$ cat src/rtl/vga_scan_ctrl.sv
`default_nettype none
// ============================================================================
// Module   : vga_scan_ctrl
// Desc     : VGA raster counters plus sync/display-enable delayed to match the
//            pixel generator read latency; colour blanked outside active area.
// Revision : 1.0 - initial release
// ============================================================================
module vga_scan_ctrl #(
  parameter int unsigned H_ACTIVE = 640,
  parameter int unsigned H_FP     = 16,
  parameter int unsigned H_SYNC   = 96,
  parameter int unsigned H_BP     = 48,
  parameter int unsigned V_ACTIVE = 480,
  parameter int unsigned V_FP     = 10,
  parameter int unsigned V_SYNC   = 2,
  parameter int unsigned V_BP     = 33,
  parameter logic        SYNC_POL = 1'b0,
  parameter int unsigned PIPE_LAT = 1,
  parameter int unsigned CLK_DIV  = 1
) (
  input  logic       clk,
  input  logic       nreset,
  input  logic       en,
  output logic [9:0] x,
  output logic [9:0] y,
  output logic       pixTick,
  output logic       lineStart,
  output logic       frameStart,
  input  logic [3:0] rIn,
  input  logic [3:0] gIn,
  input  logic [3:0] bIn,
  output logic       hsync,
  output logic       vsync,
  output logic       de,
  output logic [3:0] rOut,
  output logic [3:0] gOut,
  output logic [3:0] bOut
);

  localparam int unsigned H_TOTAL = H_ACTIVE + H_FP + H_SYNC + H_BP;
  localparam int unsigned V_TOTAL = V_ACTIVE + V_FP + V_SYNC + V_BP;

  localparam logic [9:0]  H_LAST  = 10'(H_TOTAL - 1);
  localparam logic [9:0]  V_LAST  = 10'(V_TOTAL - 1);
  // One extra bit so region bounds equal to 1024 still compare correctly.
  localparam logic [10:0] H_ACT_END = 11'(H_ACTIVE);
  localparam logic [10:0] V_ACT_END = 11'(V_ACTIVE);
  localparam logic [10:0] HS_BEG    = 11'(H_ACTIVE + H_FP);
  localparam logic [10:0] HS_END    = 11'(H_ACTIVE + H_FP + H_SYNC);
  localparam logic [10:0] VS_BEG    = 11'(V_ACTIVE + V_FP);
  localparam logic [10:0] VS_END    = 11'(V_ACTIVE + V_FP + V_SYNC);

  logic                div_last;
  logic                pix_tick;
  logic [9:0]          h_q, h_d, v_q, v_d;
  logic                act0, hs_on, vs_on;
  logic [PIPE_LAT-1:0] hs_q, hs_d, vs_q, vs_d, de_q, de_d;

  generate
    if (CLK_DIV > 1) begin : g_div_cnt
      localparam int unsigned      DIV_W    = $clog2(CLK_DIV);
      localparam logic [DIV_W-1:0] DIV_LAST = DIV_W'(CLK_DIV - 1);
      logic [DIV_W-1:0] div_q, div_d;

      always_comb begin
        div_d = div_q;
        if (en) begin
          div_d = (div_q == DIV_LAST) ? '0 : div_q + DIV_W'(1);
        end
      end

      always_ff @(posedge clk or negedge nreset) begin
        if (!nreset) div_q <= '0;
        else         div_q <= div_d;
      end

      assign div_last = (div_q == DIV_LAST);
    end else begin : g_div_none
      assign div_last = 1'b1;
    end
  endgenerate

  assign pix_tick = en & nreset & div_last;

  always_comb begin
    h_d = h_q;
    v_d = v_q;
    if (pix_tick) begin
      if (h_q == H_LAST) begin
        h_d = '0;
        v_d = (v_q == V_LAST) ? '0 : v_q + 10'd1;
      end else begin
        h_d = h_q + 10'd1;
      end
    end
  end

  assign act0  = ({1'b0, h_q} < H_ACT_END) && ({1'b0, v_q} < V_ACT_END);
  assign hs_on = ({1'b0, h_q} >= HS_BEG) && ({1'b0, h_q} < HS_END);
  assign vs_on = ({1'b0, v_q} >= VS_BEG) && ({1'b0, v_q} < VS_END);

  // Stages hold sync at pin polarity, so the last stage drives the pins directly.
  always_comb begin
    hs_d = hs_q;
    vs_d = vs_q;
    de_d = de_q;
    if (pix_tick) begin
      hs_d[0] = hs_on ? SYNC_POL : ~SYNC_POL;
      vs_d[0] = vs_on ? SYNC_POL : ~SYNC_POL;
      de_d[0] = act0;
      for (int i = 1; i < PIPE_LAT; i++) begin
        hs_d[i] = hs_q[i-1];
        vs_d[i] = vs_q[i-1];
        de_d[i] = de_q[i-1];
      end
    end
  end

  always_ff @(posedge clk or negedge nreset) begin
    if (!nreset) begin
      h_q  <= '0;
      v_q  <= '0;
      hs_q <= {PIPE_LAT{~SYNC_POL}};
      vs_q <= {PIPE_LAT{~SYNC_POL}};
      de_q <= '0;
    end else begin
      h_q  <= h_d;
      v_q  <= v_d;
      hs_q <= hs_d;
      vs_q <= vs_d;
      de_q <= de_d;
    end
  end

  assign x          = h_q;
  assign y          = v_q;
  assign pixTick    = pix_tick;
  assign lineStart  = pix_tick && (h_q == 10'd0);
  assign frameStart = pix_tick && (h_q == 10'd0) && (v_q == 10'd0);
  assign hsync      = hs_q[PIPE_LAT-1];
  assign vsync      = vs_q[PIPE_LAT-1];
  assign de         = de_q[PIPE_LAT-1];
  assign rOut       = rIn & {4{de}};
  assign gOut       = gIn & {4{de}};
  assign bOut       = bIn & {4{de}};

endmodule
`default_nettype wire

$ cat config.mk
export PLATFORM = sky130hd
export DESIGN_NAME = vga_scan_ctrl
export DESIGN_NICKNAME = d
export VERILOG_FILES = /design/src/rtl/vga_scan_ctrl.sv
export SDC_FILE = /design/constraint.sdc
export NUM_CORES = 1
export LEC_CHECK = 0
export BUFFER_PORTS_ARGS = -buffer_cell sky130_fd_sc_hd__buf_2
export CORE_MARGIN = 2
export CORE_UTILIZATION = 40
export DETAILED_ROUTE_END_ITERATION = 7
export PLACE_DENSITY = 0.68
export SLEW_MARGIN = 15
export SYNTH_ARGS = -nofsm -noshare
export SYNTH_HDL_FRONTEND = slang
export SYNTH_SLANG_ARGS = --single-unit
$ cat constraint.sdc
create_clock -name clk -period 2.9 [get_ports clk]
set_input_delay 0.58 -clock clk [delete_from_list [all_inputs] [get_ports clk]]
set_output_delay 0.58 -clock clk [all_outputs]
set_load 0.03 [all_outputs]
==> impl_metrics.prom, run 1 <==
# TYPE chip_impl_metric gauge
chip_impl_info{name="result_of_the_run",value="completed"} 1
chip_impl_metric{name="cts_num_sinks",unit=""} 23
chip_impl_metric{name="drt_iter0_markers",unit=""} 92
chip_impl_info{name="crit_path_end_kind",value="output pin"} 1
chip_impl_metric{name="io-pin-count",unit=""} 53
chip_impl_metric{name="reg2reg_depth",unit=""} 5
chip_impl_info{name="synth_area_leader_cell",value="dfrtp_1"} 1
chip_impl_metric{name="static_leak",unit="nW"} 0.910
chip_impl_metric{name="synthesis.area",unit="sq um"} 1360
chip_impl_info{name="ys_top_cells_by_area",value="dfrtp_1 39%, and2_1 6.0%, xnor2_1 4.5%"} 1
chip_impl_metric{name="post_cts_resize_count",unit=""} 0
chip_impl_metric{name="gp_congestion",unit=""} 0.865
chip_impl_info{name="worst_hold_path_type",value="in -> async"} 1
chip_impl_metric{name="num_rows",unit=""} 21
chip_impl_info{name="setup_repair_after_global_routing_missed_its_margin",value="no"} 1
chip_impl_metric{name="worstMarginPinSlew",unit="ns"} 0.352
chip_impl_metric{name="finalHoldWorstSlack",unit="ns"} 0.101
chip_impl_metric{name="setup_slack",unit="ns"} 0.340
chip_impl_metric{name="post_drt_wl_per_cell",unit="um"} 14.1
chip_impl_metric{name="grt_pass1_wl",unit="um"} 5770
chip_impl_metric{name="ant_nets",unit=""} 0
chip_impl_info{name="cts-root-buf",value="clkbuf_4"} 1
chip_impl_metric{name="netlist.area_leader.share",unit="%"} 38.5
chip_impl_metric{name="htreeDepth",unit=""} 1
chip_impl_metric{name="fp.dieArea",unit="sq um"} 3890
chip_impl_metric{name="nNetsFinal",unit=""} 218
chip_impl_metric{name="dp_hpwl",unit="um"} 2550
chip_impl_info{name="timing.setup.critical_path_class",value="reg -> out"} 1
chip_impl_info{name="synth-main-ff-cell",value="dfrtp_1"} 1
chip_impl_metric{name="drive_gt1_share",unit="%"} 34.3
chip_impl_metric{name="number_of_i_o_port_buffers",unit=""} 52
chip_impl_metric{name="yosys_register_bits",unit=""} 23
chip_impl_metric{name="post_cts_buffers",unit=""} 0
chip_impl_metric{name="ir_worst_vdd",unit="V"} 0.000380
chip_impl_metric{name="pre_cts_ws",unit="ns"} 0.337
chip_impl_metric{name="finalClockSkew",unit="ns"} 0.0139
chip_impl_metric{name="timing.slew.headroom",unit="%"} 76.5
chip_impl_metric{name="max_capacitance_violation_count",unit=""} 0
chip_impl_metric{name="grt_antenna_before_repair",unit=""} 0
chip_impl_metric{name="start_util",unit="%"} 41.2
chip_impl_metric{name="fmaxAchievable",unit="GHz"} 0.391
chip_impl_metric{name="final_core_util",unit="%"} 51.3
chip_impl_metric{name="die_height",unit="um"} 62.4
chip_impl_metric{name="yosys.cell_types.count",unit=""} 38
chip_impl_metric{name="fp.dieW",unit="um"} 62.4
chip_impl_metric{name="cp.arrival",unit="ns"} 1.98
chip_impl_metric{name="tritonroute_pass_1_iters",unit=""} 5
chip_impl_metric{name="worst-endpoint-required",unit="ns"} 2.32
chip_impl_metric{name="seq_area_frac_synth",unit="%"} 42.4
chip_impl_metric{name="post_cts_hold_buffer_count",unit=""} 0
chip_impl_metric{name="cts_made_buffers",unit=""} 3
chip_impl_metric{name="postSynthAreaPerCell",unit="sq um"} 9.47
chip_impl_metric{name="yosys_warnings",unit=""} 0
chip_impl_metric{name="layout-area-overhead-vs-synth",unit="%"} 24.6
chip_impl_metric{name="synthArstFlopShare",unit="%"} 100
chip_impl_metric{name="overflow",unit=""} 0
chip_impl_metric{name="power_density",unit="nW/um^2"} 476
chip_impl_metric{name="netlist_instances",unit=""} 144
chip_impl_metric{name="number_of_enable_type_register_cells_in_the_synthesized_netlist",unit=""} 0
chip_impl_metric{name="grtUsageTotal",unit="%"} 18.4
chip_impl_info{name="cts_tree",value="done"} 1
chip_impl_metric{name="first_global_vias",unit=""} 1205
chip_impl_metric{name="final_min_period_over_clock_period",unit="%"} 88.3
chip_impl_metric{name="postSynthNetCount",unit=""} 163
chip_impl_metric{name="route.detailed.drc",unit=""} 0
chip_impl_metric{name="final-max-slew-violation-count",unit=""} 0
chip_impl_metric{name="maximum_buffer_depth_of_the_clock_tree",unit=""} 2
chip_impl_metric{name="worst_skew_pair.late_latency",unit="ns"} 0.33
chip_impl_metric{name="coreArea",unit="sq um"} 3310
chip_impl_metric{name="diodes",unit=""} 0
chip_impl_metric{name="wl",unit="um"} 3450
chip_impl_metric{name="critical_path_peak_fanout",unit=""} 8
chip_impl_metric{name="timing.final.setup_violations",unit=""} 0
chip_impl_metric{name="pin_count_of_the_biggest_net_entering_global_routing",unit=""} 15
chip_impl_metric{name="clk_pin_slew_worst_paths",unit="ns"} 0.14
chip_impl_metric{name="finalHoldViolations",unit=""} 0
chip_impl_metric{name="period_needed",unit="ns"} 2.56
chip_impl_metric{name="route.detailed.vias_per_inst",unit=""} 5.32
chip_impl_info{name="critical_path_start_type",value="flip-flop"} 1
chip_impl_metric{name="num_vias",unit=""} 1299
chip_impl_metric{name="totalNegativeSetupSlack",unit="ns"} 0
-- cell usage after synthesis (all sizes together), types with 4 or more instances --
library cell	instances
dfrtp	21
and3	6
nand3	12
xnor2	7
nand4	6
xor2	4
nand2	12
and2	13
o21ai	4
ha	4
inv	7
and4	6
nor2	11
-- worst paths after layout --
kind	start	end	slack, ns
setup / recovery	x[7]	frameStart	0.34
hold / removal	nreset	y[2]	0.10
setup reg to reg	x[0]	y[4]	1.04
hold reg to reg	hsync	hsync	0.49
max in group asynchronous	nreset	hsync	2.24
min in group clk	hsync	hsync	0.49
-- cells by family (layout without fill, tap and decap cells) --
kind of cell / after synthesis / in the layout / synth area share, %
AOI/OAI and AO/OA: 16 / 16 / 7.52
xor gates and xnor gates: 11 / 11 / 7.06
adders and majority gates: 4 / 4 / 3.67
buffers and inverters: 12 / 66 / 4.49
DFF: 23 / 23 / 42.4
muxes: 2 / 2 / 1.83
and+or+nand+nor: 76 / 76 / 33.0
-- routing by layer --
layer	up-vias	part of all wire, %	global-route usage, %
li1	622	-	-
met1	629	44	23.7
met2	44	49	30.0
met3	4	6.3	5.59
met4	0	0.61	5.28
met5	-	0	0
-- registers in the layout, indices dropped and copies added, names as in the netlist --
name	cells
de	1
hsync	1
vsync	1
x	10
y	10
-- cell usage in the layout (no fill, tap or decap), drive strengths merged --
master and n:
o21ai 4, mux2 1, o31ai 1, ha 4, a31oi 2, nand4 6, nor2 11, or2 1
dfstp 2, o211a 1, and2 13, and4b 1, dfrtp 21, xor2 4, o21a 1, and3 6
o41ai 2, buf 54, and4 6, clkbuf 3, nor2b 1, mux2i 1, xnor2 7, nand2b 1
nor4 2, inv 7, nor3 2, nand3 12, clkinv 2, nand2 12, o22ai 2, nor4b 2
a21oi 3
-- cell type report --
cell class | instances | area, sq um
Sequential cell | 23 | 578
Clock buffer | 3 | 22.5
Multi-Input combinational cell | 109 | 731
Tap cell | 46 | 57.6
Timing Repair Buffer | 54 | 275
Inverter | 8 | 30.0
Fill cell | 336 | 1610
Clock inverter | 1 | 5.00
-- through the flow --
stage / power (mW) / instance area [sq um] / cells
6_report: 0.809 / 1700 / 244
5_1_grt: 0.851 / 1700 / 244
4_1_cts: 0.816 / 1700 / 244
3_5_place_dp: 0.658 / 1670 / 240
3_3_place_gp: 0.651 / 1670 / 240
2_1_floorplan: 0.573 / 1370 / 144
-- worst max-delay path, stage by stage (launching register included) --
cell,delay [ns]
dfrtp_1,0.49
nor4_1,0.31
nand3_1,0.12
nor4b_2,0.31
and4_1,0.24
buf_2,0.20
-- power breakdown --
group / total, mW / switching (mW) / leakage [nW] / internal [mW]
clock: 0.156 / 0.104 / 0.0177 / 0.0517
combinational: 0.249 / 0.168 / 0.608 / 0.0809
sequential: 0.404 / 0.0515 / 0.283 / 0.352
(Power assumes the default switching activity.)
==> run 2, diff against run 1 <==
--- a/config.mk
+++ b/config.mk
@@ -7,9 +7,10 @@
 export LEC_CHECK = 0
 export BUFFER_PORTS_ARGS = -buffer_cell sky130_fd_sc_hd__buf_2
 export CORE_MARGIN = 2
-export CORE_UTILIZATION = 40
+export CORE_UTILIZATION = 45
 export DETAILED_ROUTE_END_ITERATION = 7
-export PLACE_DENSITY = 0.68
+export PLACE_DENSITY = 0.75
+export SKIP_CTS_REPAIR_TIMING = 1
 export SLEW_MARGIN = 15
 export SYNTH_ARGS = -nofsm -noshare
 export SYNTH_HDL_FRONTEND = slang
==> run 2 against run 1 <==
  * Sequential power hardly changed
  * Fmax is 0.72% lower
  * Register-to-register slack hardly changed
  * Non-clock buffer count stayed put
  * Core utilization is 8.1 points higher
  * Cell area is 1.1% lower
  * Sequential share of layout area is 0.38 points higher
  * Cell count is 6.1% lower
  * First-iteration DRC count is 57% lower
  * Die area is 10% lower
  * Power is 0.57% lower
  * Critical path type unchanged
  * Largest power group unchanged
==> impl_metrics.prom, run 2 (same netlist as run 1, synthesis figures left out) <==
# TYPE chip_impl_metric gauge
chip_impl_metric{name="num_rows",unit=""} 19
chip_impl_metric{name="layout-area-overhead-vs-synth",unit="%"} 23.2
chip_impl_metric{name="die_height",unit="um"} 59.1
chip_impl_info{name="setup_repair_after_global_routing_missed_its_margin",value="no"} 1
chip_impl_metric{name="final_min_period_over_clock_period",unit="%"} 88.9
chip_impl_metric{name="num_vias",unit=""} 1337
chip_impl_metric{name="worst_skew_pair.late_latency",unit="ns"} 0.32
chip_impl_metric{name="io-pin-count",unit=""} 53
chip_impl_metric{name="maximum_buffer_depth_of_the_clock_tree",unit=""} 2
chip_impl_metric{name="fp.dieW",unit="um"} 59.1
chip_impl_metric{name="drive_gt1_share",unit="%"} 34.3
chip_impl_metric{name="grt_pass1_wl",unit="um"} 5630
chip_impl_metric{name="timing.slew.headroom",unit="%"} 77.3
chip_impl_metric{name="diodes",unit=""} 0
chip_impl_metric{name="worst-endpoint-required",unit="ns"} 2.32
chip_impl_metric{name="finalHoldViolations",unit=""} 0
chip_impl_metric{name="pin_count_of_the_biggest_net_entering_global_routing",unit=""} 15
chip_impl_metric{name="period_needed",unit="ns"} 2.58
chip_impl_metric{name="critical_path_peak_fanout",unit=""} 8
chip_impl_metric{name="post_drt_wl_per_cell",unit="um"} 14.6
chip_impl_metric{name="power_after_layout",unit="mW"} 0.805
chip_impl_info{name="final_common_cell",value="buf_2"} 1
chip_impl_metric{name="first_global_vias",unit=""} 1259
chip_impl_metric{name="tritonroute_pass_1_iters",unit=""} 4
chip_impl_info{name="commonest_cells_after_routing_fill_and_taps_aside",value="52 x buf_2, 21 x dfrtp_1, 13 x and2_1, 12 x nand2_1, 12 x nand3_1"} 1
chip_impl_info{name="crit_slowest_cell",value="dfrtp_1"} 1
chip_impl_metric{name="overflow",unit=""} 0
chip_impl_metric{name="route.detailed.vias_per_inst",unit=""} 5.84
chip_impl_metric{name="gp_congestion",unit=""} 0.868
chip_impl_metric{name="cts_num_sinks",unit=""} 23
chip_impl_metric{name="dr_wl_met3",unit="um"} 211
chip_impl_metric{name="nNetsFinal",unit=""} 218
chip_impl_metric{name="finalClockSkew",unit="ns"} 0.00431
chip_impl_metric{name="number_of_i_o_port_buffers",unit=""} 52
chip_impl_info{name="dr.max_layer_used",value="met4"} 1
chip_impl_metric{name="final-max-slew-violation-count",unit=""} 0
chip_impl_info{name="worst_hold_path_type",value="in -> async"} 1
chip_impl_metric{name="ant_nets",unit=""} 0
chip_impl_info{name="result_of_the_run",value="completed"} 1
chip_impl_metric{name="htreeDepth",unit=""} 1
chip_impl_info{name="regToRegStartpoint",value="x[0]"} 1
chip_impl_metric{name="power_density",unit="nW/um^2"} 479
chip_impl_metric{name="fmaxAchievable",unit="GHz"} 0.388
chip_impl_info{name="cts-root-buf",value="clkbuf_4"} 1
chip_impl_metric{name="grtUsageTotal",unit="%"} 20.6
chip_impl_metric{name="wl",unit="um"} 3340
chip_impl_metric{name="grt_antenna_before_repair",unit=""} 0
chip_impl_info{name="critical_path_start_type",value="flip-flop"} 1
chip_impl_metric{name="timing.final.setup_violations",unit=""} 0
chip_impl_info{name="cts_tree",value="done"} 1
chip_impl_metric{name="detail_route.wirelength.met1",unit="um"} 1360
chip_impl_info{name="crit_path_end_kind",value="output pin"} 1
chip_impl_metric{name="clk_pin_slew_worst_paths",unit="ns"} 0.13
chip_impl_metric{name="max_capacitance_violation_count",unit=""} 0
chip_impl_metric{name="fp.dieArea",unit="sq um"} 3490
chip_impl_metric{name="dr_wl_met2",unit="um"} 1710
chip_impl_metric{name="static_leak",unit="nW"} 0.910
chip_impl_metric{name="route.detailed.drc",unit=""} 0
chip_impl_metric{name="start_util",unit="%"} 48.2
chip_impl_metric{name="ir_worst_vdd",unit="V"} 0.000280
chip_impl_metric{name="totalNegativeSetupSlack",unit="ns"} 0
chip_impl_metric{name="cp.arrival",unit="ns"} 2.00
chip_impl_info{name="timing.setup.critical_path_class",value="reg -> out"} 1
chip_impl_metric{name="cts_made_buffers",unit=""} 3
chip_impl_metric{name="dp_hpwl",unit="um"} 2520
chip_impl_info{name="crit_chain",value="nor4_1 > nand3_1 > nor4b_2 > and4_1 > buf_2"} 1
chip_impl_metric{name="coreArea",unit="sq um"} 2830
chip_impl_metric{name="drt_iter0_markers",unit=""} 40
chip_impl_info{name="critical_path.startpoint",value="x[7]"} 1
chip_impl_metric{name="worstMarginPinSlew",unit="ns"} 0.340
chip_impl_metric{name="cpPeakStageDelay",unit="ns"} 0.50
==> run 2: cell counts in the layout (fill, tap and decap cells not counted) <==
Identical to the previous run, type by type.
==> run 2: area by class of cell <==
class                      instances  area, sq um
fill                             249         1150
multi-input combinational        109          731
sequential                        23          578
timing repair buffer              54          275
tap                               31         38.8
inverter                           8         30.0
clock buffer                       3         22.5
clock inverter                     1         5.00
==> run 2: per-stage QoR <==
stage               hold WS (ns)  setup slack [ns]  utilization [%]  instances  cell area, sq um
floorplan                  0.284             0.123                -        144              1370
global placement           0.458             0.424             58.4        225              1650
detailed placement         0.461             0.355             58.4        225              1650
CTS                        0.128             0.352             59.4        229              1680
global route               0.135             0.199             59.4        229              1680
finish                     0.120             0.322             59.4        229              1680
==> run 2: per-layer routing <==
metal	track usage (%)	up-vias
li1	-	617
met1	25.8	646
met2	37.0	66
met3	1.75	8
met4	7.47	0
met5	0	-
==> run 2: path summary, 6_finish.rpt <==
kind                                    to  slack [ns]  depth (start not counted)
worst max-delay path            frameStart        0.32                          5
worst min-delay path                  x[1]        0.12                          1
worst max register to register        y[4]        1.03                          5
worst min register to register       hsync        0.48                          2
max in group asynchronous             y[8]        2.31                          2
min in group clk                     hsync        0.48                          2
==> run 2: worst max-delay path: cells and delay by family, from the launching register on <==
family | cells | cell delay [ns]
buffers and inverters | 1 | 0.19
AND/OR/NAND/NOR | 4 | 0.99
flip-flops | 1 | 0.50
==> run 2: where the power goes <==
| group | total (mW) | switching (mW) | leakage, nW | internal [mW] |
|---|---|---|---|---|
| registers | 0.402 | 0.0492 | 0.283 | 0.352 |
| clock network | 0.154 | 0.102 | 0.0177 | 0.0516 |
| logic | 0.249 | 0.168 | 0.608 | 0.0810 |
| total | 0.805 | 0.320 | 0.910 | 0.485 |
==> run 3, diff against run 2 <==
--- a/config.mk
+++ b/config.mk
@@ -6,6 +6,7 @@
 export NUM_CORES = 1
 export LEC_CHECK = 0
 export BUFFER_PORTS_ARGS = -buffer_cell sky130_fd_sc_hd__buf_2
+export CORE_ASPECT_RATIO = 0.7
 export CORE_MARGIN = 2
 export CORE_UTILIZATION = 45
 export DETAILED_ROUTE_END_ITERATION = 7
==> run 3 against run 2 <==
  * Setup slack gained 0.11 ns
  * Count of clock-buffer cells in the layout grew 1
  * Sequential share of layout area shrank 0.33 points
  * Non-clock buffer count shrank 1
  * Cell count grew 1.7%
==> impl_metrics.prom, run 3 (same netlist as run 1, synthesis figures left out) <==
# TYPE chip_impl_metric gauge
chip_impl_metric{name="path_depth",unit=""} 5
chip_impl_metric{name="fp.dieArea",unit="sq um"} 3490
chip_impl_metric{name="tritonroute_pass_1_iters",unit=""} 4
chip_impl_metric{name="multi_input_area",unit="sq um"} 731
chip_impl_metric{name="number_of_fill_cells_in_the_layout",unit=""} 265
chip_impl_metric{name="drive_gt1_share",unit="%"} 33.5
chip_impl_metric{name="coreArea",unit="sq um"} 2840
chip_impl_metric{name="wl",unit="um"} 3330
chip_impl_metric{name="timing.slew.headroom",unit="%"} 76.4
chip_impl_info{name="worst_hold_path_type",value="in -> async"} 1
chip_impl_metric{name="grt_pass1_wl",unit="um"} 5360
chip_impl_metric{name="die_height",unit="um"} 50.1
chip_impl_metric{name="diodes",unit=""} 0
chip_impl_metric{name="grt_antenna_before_repair",unit=""} 0
chip_impl_metric{name="seq_area",unit="sq um"} 578
chip_impl_metric{name="finalHoldViolations",unit=""} 0
chip_impl_info{name="commonest_cells_after_routing_fill_and_taps_aside",value="52 x buf_2, 21 x dfrtp_1, 13 x and2_1, 12 x nand2_1, 12 x nand3_1"} 1
chip_impl_metric{name="cts_num_sinks",unit=""} 23
chip_impl_metric{name="nNetsFinal",unit=""} 217
chip_impl_metric{name="worst_skew_pair.late_latency",unit="ns"} 0.26
chip_impl_metric{name="totalNegativeSetupSlack",unit="ns"} 0
chip_impl_metric{name="clk_pin_slew_worst_paths",unit="ns"} 0.08
chip_impl_metric{name="num_rows",unit=""} 16
chip_impl_metric{name="ff2ff_setup_slack",unit="ns"} 1.06
chip_impl_metric{name="route.detailed.drc",unit=""} 0
chip_impl_metric{name="finalHoldWorstSlack",unit="ns"} 0.308
chip_impl_metric{name="final-max-slew-violation-count",unit=""} 0
chip_impl_metric{name="timing.final.setup_violations",unit=""} 0
chip_impl_metric{name="io-pin-count",unit=""} 53
chip_impl_metric{name="grtUsageTotal",unit="%"} 19.4
chip_impl_metric{name="worst-endpoint-required",unit="ns"} 2.32
chip_impl_metric{name="cpPeakStageDelay",unit="ns"} 0.47
chip_impl_info{name="worst_setup_path_endpoint",value="frameStart"} 1
chip_impl_info{name="cts_tree",value="done"} 1
chip_impl_metric{name="static_leak",unit="nW"} 0.910
chip_impl_metric{name="overflow",unit=""} 0
chip_impl_info{name="regToRegStartpoint",value="x[0]"} 1
chip_impl_info{name="setup_repair_after_global_routing_missed_its_margin",value="no"} 1
chip_impl_info{name="crit_chain",value="nor4_1 > nand3_1 > nor4b_2 > and4_1 > buf_2"} 1
chip_impl_metric{name="cp.arrival",unit="ns"} 1.89
chip_impl_metric{name="maximum_buffer_depth_of_the_clock_tree",unit=""} 2
chip_impl_info{name="worstReg2RegEnd",value="y[4]"} 1
chip_impl_metric{name="worstMarginPinSlew",unit="ns"} 0.353
chip_impl_metric{name="post_drt_wl_per_cell",unit="um"} 14.3
chip_impl_metric{name="ant_nets",unit=""} 0
chip_impl_metric{name="ir_worst_vdd",unit="V"} 0.000309
chip_impl_metric{name="critical_path_peak_fanout",unit=""} 8
chip_impl_info{name="crit_slowest_cell",value="dfrtp_1"} 1
chip_impl_metric{name="power_density",unit="nW/um^2"} 500
chip_impl_metric{name="final_min_period_over_clock_period",unit="%"} 85.0
chip_impl_metric{name="cts_made_buffers",unit=""} 3
chip_impl_info{name="timing.setup.critical_path_class",value="reg -> out"} 1
chip_impl_info{name="critical_path_start_type",value="flip-flop"} 1
chip_impl_info{name="crit_path_end_kind",value="output pin"} 1
chip_impl_metric{name="reg2reg_depth",unit=""} 5
chip_impl_info{name="final_common_cell",value="buf_2"} 1
chip_impl_info{name="cts-root-buf",value="clkbuf_8"} 1
chip_impl_metric{name="htreeDepth",unit=""} 1
chip_impl_metric{name="fmaxAchievable",unit="GHz"} 0.405
chip_impl_metric{name="cp.buffers_inverters",unit=""} 1
chip_impl_metric{name="gp_congestion",unit=""} 0.868
chip_impl_metric{name="num_vias",unit=""} 1313
chip_impl_metric{name="period_needed",unit="ns"} 2.47
chip_impl_metric{name="start_util",unit="%"} 48.0
chip_impl_metric{name="layout-area-overhead-vs-synth",unit="%"} 24.4
chip_impl_metric{name="first_global_vias",unit=""} 1212
chip_impl_metric{name="fp.dieW",unit="um"} 69.8
chip_impl_metric{name="dp_hpwl",unit="um"} 2530
chip_impl_metric{name="max_capacitance_violation_count",unit=""} 0
chip_impl_metric{name="drt_iter0_markers",unit=""} 56
chip_impl_metric{name="number_of_i_o_port_buffers",unit=""} 52
chip_impl_info{name="critical_path.startpoint",value="x[7]"} 1
chip_impl_metric{name="route.detailed.vias_per_inst",unit=""} 5.64
chip_impl_metric{name="pin_count_of_the_biggest_net_entering_global_routing",unit=""} 25
chip_impl_metric{name="finalClockSkew",unit="ns"} 0.00408
chip_impl_info{name="critical_path.top_delay_family",value="simple AND/OR/NAND/NOR gates"} 1
chip_impl_info{name="result_of_the_run",value="completed"} 1
## run 3: cell types whose count changed in the layout (fill, tap and decap cells not counted)
cell / before / now
clkbuf_1: 0 / 1
clkbuf_4: 3 / 0
buf_4: 2 / 1
clkbuf_8: 0 / 3
clkinv_2: 1 / 0
## run 3: worst min-delay path by stage
stage	end	start	cells past startpoint	slack, ns
finish	x[7]	nreset	2	0.31
CTS	x[6]	nreset	2	0.31
detailed placement	hsync	hsync	2	0.45
global placement	hsync	hsync	2	0.45
global route	x[6]	nreset	2	0.32
floorplan	de	nreset	0	0.28
## run 3: where the power goes
part           leakage [nW]  switching [mW]  internal, mW
Clock                0.0228          0.0962        0.0980
Sequential            0.283          0.0522         0.352
Combinational         0.603           0.169        0.0809
## run 3: cell type report
type	instances	area share, %
Multi-Input combinational cell	109	43.1
Tap cell	36	2.65
Clock buffer	4	2.65
Sequential cell	23	34.1
Inverter	8	1.77
Timing Repair Buffer	53	15.8
## run 3: worst reg2reg max path, delay by kind of cell (launching register included)
kind	cells	cell delay, ns
simple gates	3	0.72
flops	1	0.41
mux	1	0.31
fa+ha+maj	1	0.30
## run 3: per-stage QoR
stage	setup WS, ns	total power [mW]	cells	cell area (sq um)	utilization [%]
after floorplan	0.123	0.573	144	1370	-
after global placement	0.586	0.653	229	1650	58.1
after detailed placement	0.535	0.660	229	1650	58.1
after CTS	0.456	0.855	233	1700	59.7
after global routing	0.348	0.900	233	1700	59.7
final	0.434	0.849	233	1700	59.7
## run 3: per-layer routing
layer,share of wire [%],vias to the layer above,track usage [%]
li1,-,620,-
met1,44,634,24.2
met2,48,55,33.0
met3,7.2,4,5.11
met4,1.1,0,6.41
met5,0,-,0
